### src/rtl/alu_seq_if.sv
// ---------------------------------------------------------------------------
// alu_seq_if
// Bundles every non-clock signal of the ALU instruction sequencer:
//   - instruction handshake : instr_valid, instr, instr_ready
//   - register-file read    : rf_rs1_addr/rf_rs2_addr out, rf_rs1_data/rf_rs2_data in
//   - ALU                   : alu_a, alu_b, alu_op out, alu_result in
//   - register-file write   : rf_we, rf_rd_addr, rf_wd out
//   - status                : done, illegal, retired_count out
// modport master : the sequencer (it masters the register file and the ALU)
// modport slave  : the environment (instruction source, register file, ALU)
// ---------------------------------------------------------------------------
interface alu_seq_if #(
    parameter int XLEN  = 32,
    parameter int CNT_W = 16
);
    logic             instr_valid;
    logic [31:0]      instr;
    logic             instr_ready;
    logic [4:0]       rf_rs1_addr;
    logic [4:0]       rf_rs2_addr;
    logic [XLEN-1:0]  rf_rs1_data;
    logic [XLEN-1:0]  rf_rs2_data;
    logic [XLEN-1:0]  alu_a;
    logic [XLEN-1:0]  alu_b;
    logic [4:0]       alu_op;
    logic [XLEN-1:0]  alu_result;
    logic             rf_we;
    logic [4:0]       rf_rd_addr;
    logic [XLEN-1:0]  rf_wd;
    logic             done;
    logic             illegal;
    logic [CNT_W-1:0] retired_count;

    modport master (
        input  instr_valid, instr, rf_rs1_data, rf_rs2_data, alu_result,
        output instr_ready, rf_rs1_addr, rf_rs2_addr, alu_a, alu_b, alu_op,
               rf_we, rf_rd_addr, rf_wd, done, illegal, retired_count
    );

    modport slave (
        output instr_valid, instr, rf_rs1_data, rf_rs2_data, alu_result,
        input  instr_ready, rf_rs1_addr, rf_rs2_addr, alu_a, alu_b, alu_op,
               rf_we, rf_rd_addr, rf_wd, done, illegal, retired_count
    );
endinterface

### src/rtl/alu_sequencer.sv
// ---------------------------------------------------------------------------
// alu_sequencer
// Multi-cycle sequencer for RV32 R-type / I-type ALU instructions. Accepts one
// instruction per handshake in IDLE, decodes it to a 5-bit ALU op, then walks
// READ -> EXEC -> WB -> IDLE driving the shared register file and ALU.
// Ports:
//   clk     : rising-edge clock
//   rst     : asynchronous active-high reset
//   seq_io  : alu_seq_if.master (handshake, RF read/write, ALU, status)
// ---------------------------------------------------------------------------
module alu_sequencer #(
    parameter int XLEN  = 32,
    parameter int CNT_W = 16
) (
    input  logic       clk,
    input  logic       rst,
    alu_seq_if.master  seq_io
);
    localparam logic [4:0] OP_ADD  = 5'd0;
    localparam logic [4:0] OP_SUB  = 5'd1;
    localparam logic [4:0] OP_AND  = 5'd2;
    localparam logic [4:0] OP_OR   = 5'd3;
    localparam logic [4:0] OP_XOR  = 5'd4;
    localparam logic [4:0] OP_SLL  = 5'd5;
    localparam logic [4:0] OP_SRL  = 5'd6;
    localparam logic [4:0] OP_SRA  = 5'd7;
    localparam logic [4:0] OP_SLT  = 5'd8;
    localparam logic [4:0] OP_SLTU = 5'd9;

    typedef enum logic [1:0] {
        S_IDLE = 2'd0,
        S_READ = 2'd1,
        S_EXEC = 2'd2,
        S_WB   = 2'd3
    } state_t;

    // Decode result packed as {legal, is_imm, alu_op}.
    function automatic logic [6:0] decode(input logic [31:0] ins);
        logic [6:0] res;
        logic [6:0] f7;
        logic [2:0] f3;
        f7  = ins[31:25];
        f3  = ins[14:12];
        res = 7'd0;
        case (ins[6:0])
            7'b0110011: begin
                case ({f7, f3})
                    10'b0000000_000: res = {1'b1, 1'b0, OP_ADD};
                    10'b0000000_001: res = {1'b1, 1'b0, OP_SLL};
                    10'b0000000_010: res = {1'b1, 1'b0, OP_SLT};
                    10'b0000000_011: res = {1'b1, 1'b0, OP_SLTU};
                    10'b0000000_100: res = {1'b1, 1'b0, OP_XOR};
                    10'b0000000_101: res = {1'b1, 1'b0, OP_SRL};
                    10'b0000000_110: res = {1'b1, 1'b0, OP_OR};
                    10'b0000000_111: res = {1'b1, 1'b0, OP_AND};
                    10'b0100000_000: res = {1'b1, 1'b0, OP_SUB};
                    10'b0100000_101: res = {1'b1, 1'b0, OP_SRA};
                    default:         res = 7'd0;
                endcase
            end
            7'b0010011: begin
                case (f3)
                    3'b000: res = {1'b1, 1'b1, OP_ADD};
                    3'b010: res = {1'b1, 1'b1, OP_SLT};
                    3'b011: res = {1'b1, 1'b1, OP_SLTU};
                    3'b100: res = {1'b1, 1'b1, OP_XOR};
                    3'b110: res = {1'b1, 1'b1, OP_OR};
                    3'b111: res = {1'b1, 1'b1, OP_AND};
                    3'b001: begin
                        if (f7 == 7'b0000000) res = {1'b1, 1'b1, OP_SLL};
                        else                  res = 7'd0;
                    end
                    3'b101: begin
                        if (f7 == 7'b0000000)      res = {1'b1, 1'b1, OP_SRL};
                        else if (f7 == 7'b0100000) res = {1'b1, 1'b1, OP_SRA};
                        else                       res = 7'd0;
                    end
                    default: res = 7'd0;
                endcase
            end
            default: res = 7'd0;
        endcase
        return res;
    endfunction

    // Shifts take a zero-extended shamt; everything else a sign-extended imm12.
    function automatic logic [XLEN-1:0] imm_of(input logic [31:0] ins);
        logic [XLEN-1:0] imm;
        if ((ins[14:12] == 3'b001) || (ins[14:12] == 3'b101)) begin
            imm = {{(XLEN-5){1'b0}}, ins[24:20]};
        end else begin
            imm = {{(XLEN-12){ins[31]}}, ins[31:20]};
        end
        return imm;
    endfunction

    state_t           state_q;
    logic             ready_q;
    logic [4:0]       op_q;
    logic             is_imm_q;
    logic [XLEN-1:0]  imm_q;
    logic [4:0]       rd_q;
    logic [4:0]       rs1_q;
    logic [4:0]       rs2_q;
    logic             exec_q;
    logic [4:0]       alu_op_q;
    logic             rf_we_q;
    logic [4:0]       rf_rd_q;
    logic [XLEN-1:0]  rf_wd_q;
    logic             done_q;
    logic             illegal_q;
    logic [CNT_W-1:0] count_q;
    logic [6:0]       dec_s;

    assign dec_s = decode(seq_io.instr);

    // Sequencer FSM: all outputs are registered alongside the state.
    always_ff @(posedge clk or posedge rst) begin
        if (rst) begin
            state_q   <= S_IDLE;
            ready_q   <= 1'b1;
            op_q      <= 5'd0;
            is_imm_q  <= 1'b0;
            imm_q     <= {XLEN{1'b0}};
            rd_q      <= 5'd0;
            rs1_q     <= 5'd0;
            rs2_q     <= 5'd0;
            exec_q    <= 1'b0;
            alu_op_q  <= 5'd0;
            rf_we_q   <= 1'b0;
            rf_rd_q   <= 5'd0;
            rf_wd_q   <= {XLEN{1'b0}};
            done_q    <= 1'b0;
            illegal_q <= 1'b0;
            count_q   <= {CNT_W{1'b0}};
        end else begin
            done_q    <= 1'b0;
            illegal_q <= 1'b0;
            case (state_q)
                S_IDLE: begin
                    if (seq_io.instr_valid) begin
                        rd_q     <= seq_io.instr[11:7];
                        op_q     <= dec_s[4:0];
                        is_imm_q <= dec_s[5];
                        imm_q    <= imm_of(seq_io.instr);
                        if (dec_s[6]) begin
                            // Addresses go out now so the sync-read RF returns data in EXEC.
                            rs1_q   <= seq_io.instr[19:15];
                            rs2_q   <= seq_io.instr[24:20];
                            ready_q <= 1'b0;
                            state_q <= S_READ;
                        end else begin
                            illegal_q <= 1'b1;
                            state_q   <= S_IDLE;
                        end
                    end else begin
                        state_q <= S_IDLE;
                    end
                end
                S_READ: begin
                    alu_op_q <= op_q;
                    exec_q   <= 1'b1;
                    state_q  <= S_EXEC;
                end
                S_EXEC: begin
                    rf_wd_q  <= seq_io.alu_result;
                    rf_rd_q  <= rd_q;
                    rf_we_q  <= (rd_q != 5'd0);
                    done_q   <= 1'b1;
                    rs1_q    <= 5'd0;
                    rs2_q    <= 5'd0;
                    alu_op_q <= 5'd0;
                    exec_q   <= 1'b0;
                    state_q  <= S_WB;
                end
                S_WB: begin
                    rf_we_q <= 1'b0;
                    rf_rd_q <= 5'd0;
                    rf_wd_q <= {XLEN{1'b0}};
                    count_q <= count_q + {{(CNT_W-1){1'b0}}, 1'b1};
                    ready_q <= 1'b1;
                    state_q <= S_IDLE;
                end
                default: begin
                    rf_we_q <= 1'b0;
                    exec_q  <= 1'b0;
                    ready_q <= 1'b1;
                    state_q <= S_IDLE;
                end
            endcase
        end
    end

    // Ready is held low while reset is asserted and rises once it is released.
    assign seq_io.instr_ready   = ready_q & ~rst;
    assign seq_io.rf_rs1_addr   = rs1_q;
    assign seq_io.rf_rs2_addr   = rs2_q;
    // RF data only arrives during EXEC, so operands are a gated pass-through.
    assign seq_io.alu_a         = exec_q ? seq_io.rf_rs1_data : {XLEN{1'b0}};
    assign seq_io.alu_b         = exec_q ? (is_imm_q ? imm_q : seq_io.rf_rs2_data)
                                         : {XLEN{1'b0}};
    assign seq_io.alu_op        = alu_op_q;
    assign seq_io.rf_we         = rf_we_q;
    assign seq_io.rf_rd_addr    = rf_rd_q;
    assign seq_io.rf_wd         = rf_wd_q;
    assign seq_io.done          = done_q;
    assign seq_io.illegal       = illegal_q;
    assign seq_io.retired_count = count_q;
endmodule

### src/flat_wrapper.sv
// flat-port wrapper written by rule: the top's interface ports become plain ports
module alu_sequencer_flat 
#(
    parameter int XLEN  = 32,
    parameter int CNT_W = 16
)
  (clk, rst, seq_io_instr_valid, seq_io_instr, seq_io_rf_rs1_data, seq_io_rf_rs2_data, seq_io_alu_result, seq_io_instr_ready, seq_io_rf_rs1_addr, seq_io_rf_rs2_addr, seq_io_alu_a, seq_io_alu_b, seq_io_alu_op, seq_io_rf_we, seq_io_rf_rd_addr, seq_io_rf_wd, seq_io_done, seq_io_illegal, seq_io_retired_count);
  alu_seq_if #(.XLEN(XLEN), .CNT_W(CNT_W)) seq_io_i ();
  input  logic clk;
  input  logic rst;
  input wire logic [$bits(seq_io_i.instr_valid)-1:0] seq_io_instr_valid;
  input wire logic [$bits(seq_io_i.instr)-1:0] seq_io_instr;
  input wire logic [$bits(seq_io_i.rf_rs1_data)-1:0] seq_io_rf_rs1_data;
  input wire logic [$bits(seq_io_i.rf_rs2_data)-1:0] seq_io_rf_rs2_data;
  input wire logic [$bits(seq_io_i.alu_result)-1:0] seq_io_alu_result;
  output wire logic [$bits(seq_io_i.instr_ready)-1:0] seq_io_instr_ready;
  output wire logic [$bits(seq_io_i.rf_rs1_addr)-1:0] seq_io_rf_rs1_addr;
  output wire logic [$bits(seq_io_i.rf_rs2_addr)-1:0] seq_io_rf_rs2_addr;
  output wire logic [$bits(seq_io_i.alu_a)-1:0] seq_io_alu_a;
  output wire logic [$bits(seq_io_i.alu_b)-1:0] seq_io_alu_b;
  output wire logic [$bits(seq_io_i.alu_op)-1:0] seq_io_alu_op;
  output wire logic [$bits(seq_io_i.rf_we)-1:0] seq_io_rf_we;
  output wire logic [$bits(seq_io_i.rf_rd_addr)-1:0] seq_io_rf_rd_addr;
  output wire logic [$bits(seq_io_i.rf_wd)-1:0] seq_io_rf_wd;
  output wire logic [$bits(seq_io_i.done)-1:0] seq_io_done;
  output wire logic [$bits(seq_io_i.illegal)-1:0] seq_io_illegal;
  output wire logic [$bits(seq_io_i.retired_count)-1:0] seq_io_retired_count;
  assign seq_io_i.instr_valid = seq_io_instr_valid;
  assign seq_io_i.instr = seq_io_instr;
  assign seq_io_i.rf_rs1_data = seq_io_rf_rs1_data;
  assign seq_io_i.rf_rs2_data = seq_io_rf_rs2_data;
  assign seq_io_i.alu_result = seq_io_alu_result;
  assign seq_io_instr_ready = seq_io_i.instr_ready;
  assign seq_io_rf_rs1_addr = seq_io_i.rf_rs1_addr;
  assign seq_io_rf_rs2_addr = seq_io_i.rf_rs2_addr;
  assign seq_io_alu_a = seq_io_i.alu_a;
  assign seq_io_alu_b = seq_io_i.alu_b;
  assign seq_io_alu_op = seq_io_i.alu_op;
  assign seq_io_rf_we = seq_io_i.rf_we;
  assign seq_io_rf_rd_addr = seq_io_i.rf_rd_addr;
  assign seq_io_rf_wd = seq_io_i.rf_wd;
  assign seq_io_done = seq_io_i.done;
  assign seq_io_illegal = seq_io_i.illegal;
  assign seq_io_retired_count = seq_io_i.retired_count;
  alu_sequencer #(.XLEN(XLEN), .CNT_W(CNT_W)) u_core (.clk(clk), .rst(rst), .seq_io(seq_io_i));
endmodule
### config.mk
export PLATFORM = sky130hd
export DESIGN_NAME = alu_sequencer_flat
export DESIGN_NICKNAME = d
export VERILOG_FILES = /design/src/rtl/alu_seq_if.sv /design/src/rtl/alu_sequencer.sv /design/src/flat_wrapper.sv
export SDC_FILE = /design/constraint.sdc
export NUM_CORES = 1
export LEC_CHECK = 0
export CAP_MARGIN = 20
export CORE_AREA = 5 5 172 108
export DETAILED_ROUTE_END_ITERATION = 8
export DIE_AREA = 0 0 177 113
export DONT_BUFFER_PORTS = 1
export MAX_ROUTING_LAYER = met4
export PLACE_DENSITY_LB_ADDON = 0.3
export SLEW_MARGIN = 25
export SYNTH_ARGS = -nofsm -noshare
export SYNTH_HDL_FRONTEND = slang
export SYNTH_SLANG_ARGS = --single-unit
### constraint.sdc
create_clock -name clk -period 2.8 [get_ports clk]
set_input_delay 0.28 -clock clk [delete_from_list [all_inputs] [get_ports clk]]
set_output_delay 0.28 -clock clk [all_outputs]
set_load 0.01 [all_outputs]
* Word-level counts from Yosys, hierarchy flattened *
Index checks and enable logic that the tools add are counted.

word-level totals
  register bits after elaboration = 118
  latch bits = 0
  RAM bits = 0
  bits in read-only memories = 0
  output and inout port bits = 136
  memories = 0

cells by class
  add/sub/neg operators = 1
  $mul = 0
  divide/modulo/power cells = 0
  $lt $le $gt $ge = 0
  eq/ne operators = 24
  shifts and indexed selects = 0
  multiplexer cells = 31
  bitwise operators = 2
  reduce and logical (&&, ||, !) cells = 13

operators with widths
  operator                 count
  $mux W32                 4
  $pmux W7 S10             1
  $pmux W32 S2             1
  $pmux W7 S8              1
  $eq A10 B3 Y1 const B    4
  $pmux W5 S2              4
  $mux W7                  3
  $eq A10 B2 Y1 const B    2
  $eq A10 B9 Y1 const B    2
  $mux W5                  4
  $add A16 B1 Y16 const B  1
  $eq A7 B6 Y1 const B     2
  $pmux W7 S2              1
  $eq A3 B3 Y1 const B     4
  $eq A10 B1 Y1 const B    1
  $logic_not A10 Y1        1
  $mux W1                  8
  $pmux W2 S4              1
  $reduce_bool A2 Y1       4
  $eq A7 B5 Y1 const B     1
  $logic_not A7 Y1         1
  $eq A3 B2 Y1 const B     2
  $pmux W1 S2              3
  $reduce_and A3 Y1        2
  12 further kinds         13

* Logic depth before layout (Yosys ltp) *
Gate-level depths: netlist of the first run.

  word-level depth = 8
  mapped depth = 8

* Least setup slack after synthesis of the first run *
Ideal clock, no wire load.

  kind = register -> register
  start = register u_core.state_q[0]
  end = register u_core.rs1_q[0] (netlist: u_core.seq_io.rf_rs1_addr[0])
  arrival = 1.493 ns
  required time = 2.676 ns
  slack = 1.183 ns
  cell stages (with the launch flop) = 9
  path buffers = 1
  path through = dfrtp_1 inv_1 ha_1 nand2_1 nor4b_4 nand3_1 buf_2 o211ai_1 nand2_1

between the ends
  word-level cells in the longest chain between the ends = 3

ends and longest elaborated chain
  what                                                               line                  RTL
  start: declaration                                                 alu_sequencer.sv:97   state_t state_q;
  start signal: assignment                                           alu_sequencer.sv:120  state_q <= S_IDLE;
  start signal: assignment                                           alu_sequencer.sv:151  state_q <= S_READ;
  start signal: assignment                                           alu_sequencer.sv:154  state_q <= S_IDLE;
  $eq A2 B2 Y1 or $logic_not A2 Y1 (tied branches)                   alu_sequencer.sv:139  case (state_q)
  $reduce_bool A2 Y1 (no source line), or another cell as far along  -
  $reduce_and A3 Y1 (no source line)                                 -
  end signal: assignment                                             alu_sequencer.sv:148  rs1_q <= seq_io.instr[19:15];
  end: declaration                                                   alu_sequencer.sv:103  logic [4:0] rs1_q;

Parallel ways exist; a longest one is shown, timed or not.
A chain may end at the register's enable or synchronous reset.

* Final worst setup path of the first run *
  start = register u_core.is_imm_q
  end = output port seq_io_alu_b[19]

between the ends
  word-level cells in the longest chain between the ends = 2

ends and longest elaborated chain
  what                      line                  RTL
  start: declaration        alu_sequencer.sv:100  logic is_imm_q;
  start signal: assignment  alu_sequencer.sv:144  is_imm_q <= dec_s[5];
  $mux W32 (2 in a row)     alu_sequencer.sv:200  assign seq_io.alu_b = exec_q ? (is_imm_q ? imm_q : seq_io.rf_rs2_data)
  end: declaration          flat_wrapper.sv:20    output wire logic [$bits(seq_io_i.alu_b)-1:0] seq_io_alu_b;

No other way between the ends.

==> results.sh, run 1 <==
export IMPL_hold_class="in -> async"
export IMPL_cts_root_buf="clkbuf_16"
export IMPL_yosysMostFrequentCell="dfrtp_1"
export IMPL_setup_viol=0
export IMPL_gp_congestion=0.762
export IMPL_grt_ovfl_total=0
export IMPL_drive_above_1_share=0.111
export IMPL_initialDrtViolationCount=189
export IMPL_max_slew_margin=0.424
export IMPL_routed_wire_length_per_instance_um=19.4
export IMPL_violations="negative hold slack"
export IMPL_port_buffers=0
export IMPL_dr_wl_met2_um=6190
export IMPL_p_seq_frac=0.448
export IMPL_p_int_mw=3.30
export IMPL_swShare=0.395
export IMPL_final_hold_viol_count=3
export IMPL_async_flop_share=1.00
export IMPL_leakage_nw=2.42
export IMPL_io_pins=267
export IMPL_via_per_inst=4.88
export IMPL_final_antenna_net_count=0
export IMPL_core_um2=16800
export IMPL_rsz0062_at_grt="false"
export IMPL_syn_area_um2=4910
export IMPL_wl_met3_um=1200
export IMPL_fin_nets=591
export IMPL_clock_latency_ns=0.35
export IMPL_clk_pin_slew_ns=0.07
export IMPL_power_share_clock=0.242
export IMPL_fin_hold_ws_ns=-0.0131
export IMPL_seq_area_frac_synth=0.490
export IMPL_finalCritPeriodShare=0.815
export IMPL_dpl_worst_slack_ns=0.600
export IMPL_worst_slew_pin_slew_ns=0.864
export IMPL_fin_ws_ns=0.518
export IMPL_grt_pass1_vias=3417
export IMPL_synth_ff_type="dfrtp_1"
export IMPL_ys_warn_count=0
export IMPL_dr_pass1_iters=4
export IMPL_fin_crit_ns=2.28
export IMPL_hold_buffers=0
export IMPL_slew_violations=0
export IMPL_vias=3400
export IMPL_grt_use_total=0.135
export IMPL_cp_arrival_ns=2.00
export IMPL_clock_fmax_mhz=438
export IMPL_antenna_found_initial=2
export IMPL_synth_area_leaders="dfrtp_1 (48%), mux2i_1 (9.8%), and2_1 (4.6%)"
export IMPL_wl_um=13600
export IMPL_status="complete, but fails checks"
export IMPL_yosysTopAreaCell="dfrtp_1"
export IMPL_maxCapViolCount=0
export IMPL_critPathMaxFanout=29
export IMPL_grt_pass1_wl_um=20700
export IMPL_cts_setup_buffers=0
export IMPL_stdcell_count=697
export IMPL_die_area_um2=20000
export IMPL_place_inst=679
export IMPL_hpwl_um=10600
export IMPL_clockBufferDepth=2
export IMPL_fin_tns_setup_ns=0
export IMPL_start_kind="flop"
export IMPL_die_w_um=177
export IMPL_synthCells=473
export IMPL_synth_edf_count=0
export IMPL_grt_start_max_net_pins=70
export IMPL_synth_common_cells="dfrtp_1 (95), mux2i_1 (48), nor2_1 (47), and2_1 (36), nand2_1 (28)"
export IMPL_area_delta_synth_final_pct=10.7
export IMPL_switching_power_mw=2.15
export IMPL_initial_core_util=0.293
export IMPL_power_density_nw_per_um2=1000
export IMPL_synth_top_area_share=0.484
export IMPL_rows=37
export IMPL_htree_levels=3
export IMPL_top_layer="met4"
export IMPL_cts_sinks=96
export IMPL_cts_tree="built"
export IMPL_cp_end_kind="primary output"
export IMPL_required_ns=2.52
export IMPL_share_comb_of_total_power=0.310
export IMPL_drc=0
export IMPL_cts_buffers=9
export IMPL_fin_worst_skew_ns=0.0103
export IMPL_fin_util=0.324
export IMPL_peakVddDrop_v=0.000440
export IMPL_setup_worst_path_class="reg -> out"
export IMPL_ys_types=48
export IMPL_fp_dieH_um=113
export IMPL_ys_seq_elements=96
export IMPL_syn_avg_cell_area_um2=10.4
export IMPL_m1WireLength_um=5970
export IMPL_synth_fp_nets=608
## layer usage
metal  GRT usage  vias to the layer above
met3      0.0604                       18
met1       0.177                     1715
met2       0.191                       96
met5           -                        -
li1            -                     1571
met4      0.0325                        0
## power by group through the flow
stage / clock [mW] / combinational (mW) / sequential [mW]
CTS: 1.37 / 1.73 / 2.46
floorplan: 0 / 1.50 / 2.26
detailed placement: 0 / 1.72 / 2.48
global placement: 0 / 1.66 / 2.47
global route: 1.43 / 1.89 / 2.52
finish: 1.32 / 1.69 / 2.44
## flip-flops by register name, indices dropped and copies added (netlist names)
register                     flops
u_core.is_imm_q                  1
u_core.op_q                      4
u_core.imm_q                    12
u_core.state_q                   2
u_core.seq_io.rf_rs1_addr        5
u_core.seq_io.rf_rd_addr         5
u_core.seq_io.rf_wd             32
u_core.seq_io.done               1
u_core.seq_io.illegal            1
u_core.seq_io.rf_rs2_addr        5
u_core.ready_q                   1
u_core.exec_q                    1
u_core.seq_io.alu_op             4
u_core.seq_io.rf_we              1
u_core.rd_q                      5
u_core.seq_io.retired_count     16
## worst paths after layout
path / from / cells after the start / slack [ns] / end
max in group asynchronous: rst / 2 / 2.01 / u_core.seq_io.rf_rs1_addr[3]$_DFFE_PP0P_
worst min register to register: u_core.op_q[2]$_DFFE_PP0P_ / 2 / 0.49 / u_core.op_q[2]$_DFFE_PP0P_
worst max-delay path: u_core.is_imm_q$_DFFE_PP0P_ / 3 / 0.52 / seq_io_alu_b[19]
min in group clk: seq_io_instr[13] / 1 / 0.03 / u_core.op_q[2]$_DFFE_PP0P_
worst min-delay path: rst / 1 / -0.01 / u_core.seq_io.rf_wd[15]$_DFFE_PP0P_
worst max register to register: u_core.state_q[0]$_DFF_PP0_ / 7 / 0.75 / u_core.seq_io.rf_rs2_addr[0]$_DFFE_PP0P_
## timing repair
action                     in CTS  in global routing
resized for setup               0                  1
hold endpoints to repair        0                  0
setup endpoints to repair       0                 20
## worst max-delay path, stage by stage (launching register included)
cell      delay, ns
dfrtp_2        0.64
nand2_1        0.46
a21boi_0       0.37
buf_4          0.17
## cell usage in the layout, fill, tap and decap left out, types with 3 or more instances in the layout
master      n
inv_6       3
nand2_1    28
buf_4      10
ha_1        3
inv_1       8
mux2i_1    48
o211ai_1   11
and3_1      6
o22ai_1     3
clkbuf_16   9
and2_1     36
a22o_1      7
xor2_1      5
nor2_1     47
dfrtp_1    93
xnor2_1    10
nand3_1    17
a21boi_0   20
nand2b_1   22
nor2b_1    13
o21ai_0     6
mux2_2     12
a21oi_1     7
## area by class of cell
cell class	count	area, um^2
clock buffers	9	225
fillers	1744	11300
diodes	2	5.00
well taps	234	293
repair buffers	10	75.1
clock inverters	7	95.1
inverters	9	36.3
multi-input cells	330	2290
flip-flops and latches	96	2410
## per-stage QoR
step / total power, mW / instance area [um^2]
finish: 5.45 / 5430
floorplan: 3.76 / 4910
global placement: 4.13 / 5100
global route: 5.84 / 5430
CTS: 5.56 / 5420
detailed placement: 4.21 / 5100
## cell families after synthesis
group	Yosys count	share of synthesized area
compound gates	68	0.104
xor+xnor	16	0.0301
fa+ha+maj	4	0.0102
buf+inv	47	0.0431
flops	96	0.490
mux	60	0.125
other cells	1	0.000764
simple gates	181	0.197
No activity file was read; power rests on OpenSTA's default activity.
==> run 2, diff against run 1 <==
- clock period: 2.8 -> 2.25 ns (I/O delays scaled with it)
==> results.sh, run 2 (synthesis gave the netlist of run 1 again) <==
export IMPL_status="finished, final reports clean"
export IMPL_clock_latency_ns=0.34
export IMPL_final_common_cell="dfrtp_1"
export IMPL_layout_common_cells="dfrtp_1 (95), mux2i_1 (48), nor2_1 (47)"
export IMPL_path_cells="inv_1 > ha_1 > nand2_1 > nor4b_4 > and3_1 > nand3_1 > nand2_1"
export IMPL_critPathMaxFanout=10
export IMPL_fin_hold_ws_ns=0.0139
export IMPL_io_pins=267
export IMPL_rows=37
export IMPL_leakage_nw=2.54
export IMPL_grt_ovfl_total=0
export IMPL_fp_dieH_um=113
export IMPL_dr_pass1_iters=4
export IMPL_htree_levels=3
export IMPL_final_antenna_net_count=0
export IMPL_vias=3523
export IMPL_peakVddDrop_v=0.000446
export IMPL_cts_root_buf="clkbuf_16"
export IMPL_worst_slew_pin_slew_ns=0.643
export IMPL_hold_class="in -> reg"
export IMPL_max_slew_margin=0.571
export IMPL_fin_worst_skew_ns=0.0106
export IMPL_final_hold_viol_count=0
export IMPL_start_kind="flop"
export IMPL_finalCritPeriodShare=0.861
export IMPL_rrSetupSlack_ns=0.31
export IMPL_cts_sinks=96
export IMPL_initialDrtViolationCount=209
export IMPL_fin_util=0.338
export IMPL_maxCapViolCount=0
export IMPL_clock_fmax_mhz=516
export IMPL_cp_slowest_stage_delay_ns=0.49
export IMPL_rsz0062_at_grt="false"
export IMPL_cpMostUsedCell="nand2_1"
export IMPL_initial_core_util=0.293
export IMPL_gp_congestion=0.759
export IMPL_setup_viol=0
export IMPL_grt_start_max_net_pins=97
export IMPL_required_ns=2.53
export IMPL_drive_above_1_share=0.139
export IMPL_cp_end_kind="flop"
export IMPL_power_density_nw_per_um2=1210
export IMPL_slew_violations=0
export IMPL_area_delta_synth_final_pct=15.4
export IMPL_slowest_stage="and3_1"
export IMPL_clk_pin_slew_ns=0.07
export IMPL_hpwl_um=10900
export IMPL_setup_worst_path_class="reg -> reg"
export IMPL_grt_pass1_wl_um=21500
export IMPL_cts_tree="built"
export IMPL_fin_tns_setup_ns=0
export IMPL_wl_um=14400
export IMPL_fin_nets=618
export IMPL_antenna_found_initial=3
export IMPL_die_area_um2=20000
export IMPL_die_w_um=177
export IMPL_cts_buffers=9
export IMPL_fin_crit_ns=1.94
export IMPL_clockBufferDepth=2
export IMPL_grt_pass1_vias=3542
export IMPL_core_um2=16800
export IMPL_largest_reg_flops=32
export IMPL_port_buffers=0
export IMPL_routed_wire_length_per_instance_um=19.8
export IMPL_grt_use_total=0.140
export IMPL_via_per_inst=4.86
export IMPL_cp_arrival_ns=2.21
export IMPL_drc=0
## run 2: changes by cell type in the layout (fill, tap and decap cells not counted), sizes merged
cell and delta:
diode +1, clkinv +1, clkinvlp +1, inv -2, buf +18, clkbuf +1
bufinv -1, dlygate4sd3 +9
## run 2: worst paths after layout
check / from / endpoint / depth (start not counted)
hold / removal: seq_io_instr[24] / u_core.seq_io.rf_rs2_addr[4]$_DFFE_PP0P_ / 2
max in group asynchronous: rst / u_core.ready_q$_DFFE_PP1P_ / 3
min in group asynchronous: rst / u_core.seq_io.rf_wd[28]$_DFFE_PP0P_ / 3
setup / recovery: u_core.state_q[0]$_DFF_PP0_ / u_core.seq_io.rf_rs1_addr[3]$_DFFE_PP0P_ / 7
hold reg to reg: u_core.op_q[3]$_DFFE_PP0P_ / u_core.op_q[3]$_DFFE_PP0P_ / 2
setup reg to reg: u_core.state_q[0]$_DFF_PP0_ / u_core.seq_io.rf_rs1_addr[3]$_DFFE_PP0P_ / 7
## run 2: report_power, final
part	internal, mW	leakage (nW)	total (mW)	switching [mW]
Clock	0.810	0.148	1.55	0.742
Sequential	2.32	1.22	2.96	0.647
Combinational	1.03	1.17	2.36	1.33
Total	4.16	2.54	6.88	2.72
## run 2: cell type report
type                    count  area, um^2
fillers                  1684       11100
flip-flops and latches     96        2400
multi-input cells         330        2300
repair buffers             37         325
well taps                 234         293
clock buffers              10         239
clock inverters             6        57.6
inverters                   9        37.5
diodes                      3        7.51
## run 2: per-layer routing
metal | vias up | wire, um | track usage
met3 | 13 | 1050 | 0.0508
met2 | 104 | 6570 | 0.201
met1 | 1779 | 6510 | 0.190
li1 | 1627 | - | -
met5 | - | 0 | -
met4 | 0 | 218 | 0.0325
## run 2: repair_timing
action	4_1_cts	5_1_grt
endpoints found under the hold margin	103	0
buffers inserted	0	0
endpoints found under the setup margin	0	3
hold buffers	9	0
resized for setup	0	1
## run 2: through the flow
| step | std cells | setup slack (ns) | total power, mW | cell area (um^2) |
|---|---|---|---|---|
| after floorplan | 473 | 0.633 | 4.68 | 4910 |
| after global placement | 697 | 0.324 | 5.31 | 5260 |
| after detailed placement | 697 | 0.195 | 5.39 | 5260 |
| after CTS | 722 | 0.182 | 6.99 | 5650 |
| after global routing | 725 | 0.121 | 7.35 | 5660 |
| final | 725 | 0.314 | 6.88 | 5660 |
## run 2: critical path: cells and delay by family (launching register included)
kind | cells | cell delay, ns
fa+ha+maj | 1 | 0.18
buf+inv | 1 | 0.08
flops | 1 | 0.38
simple gates | 5 | 1.23
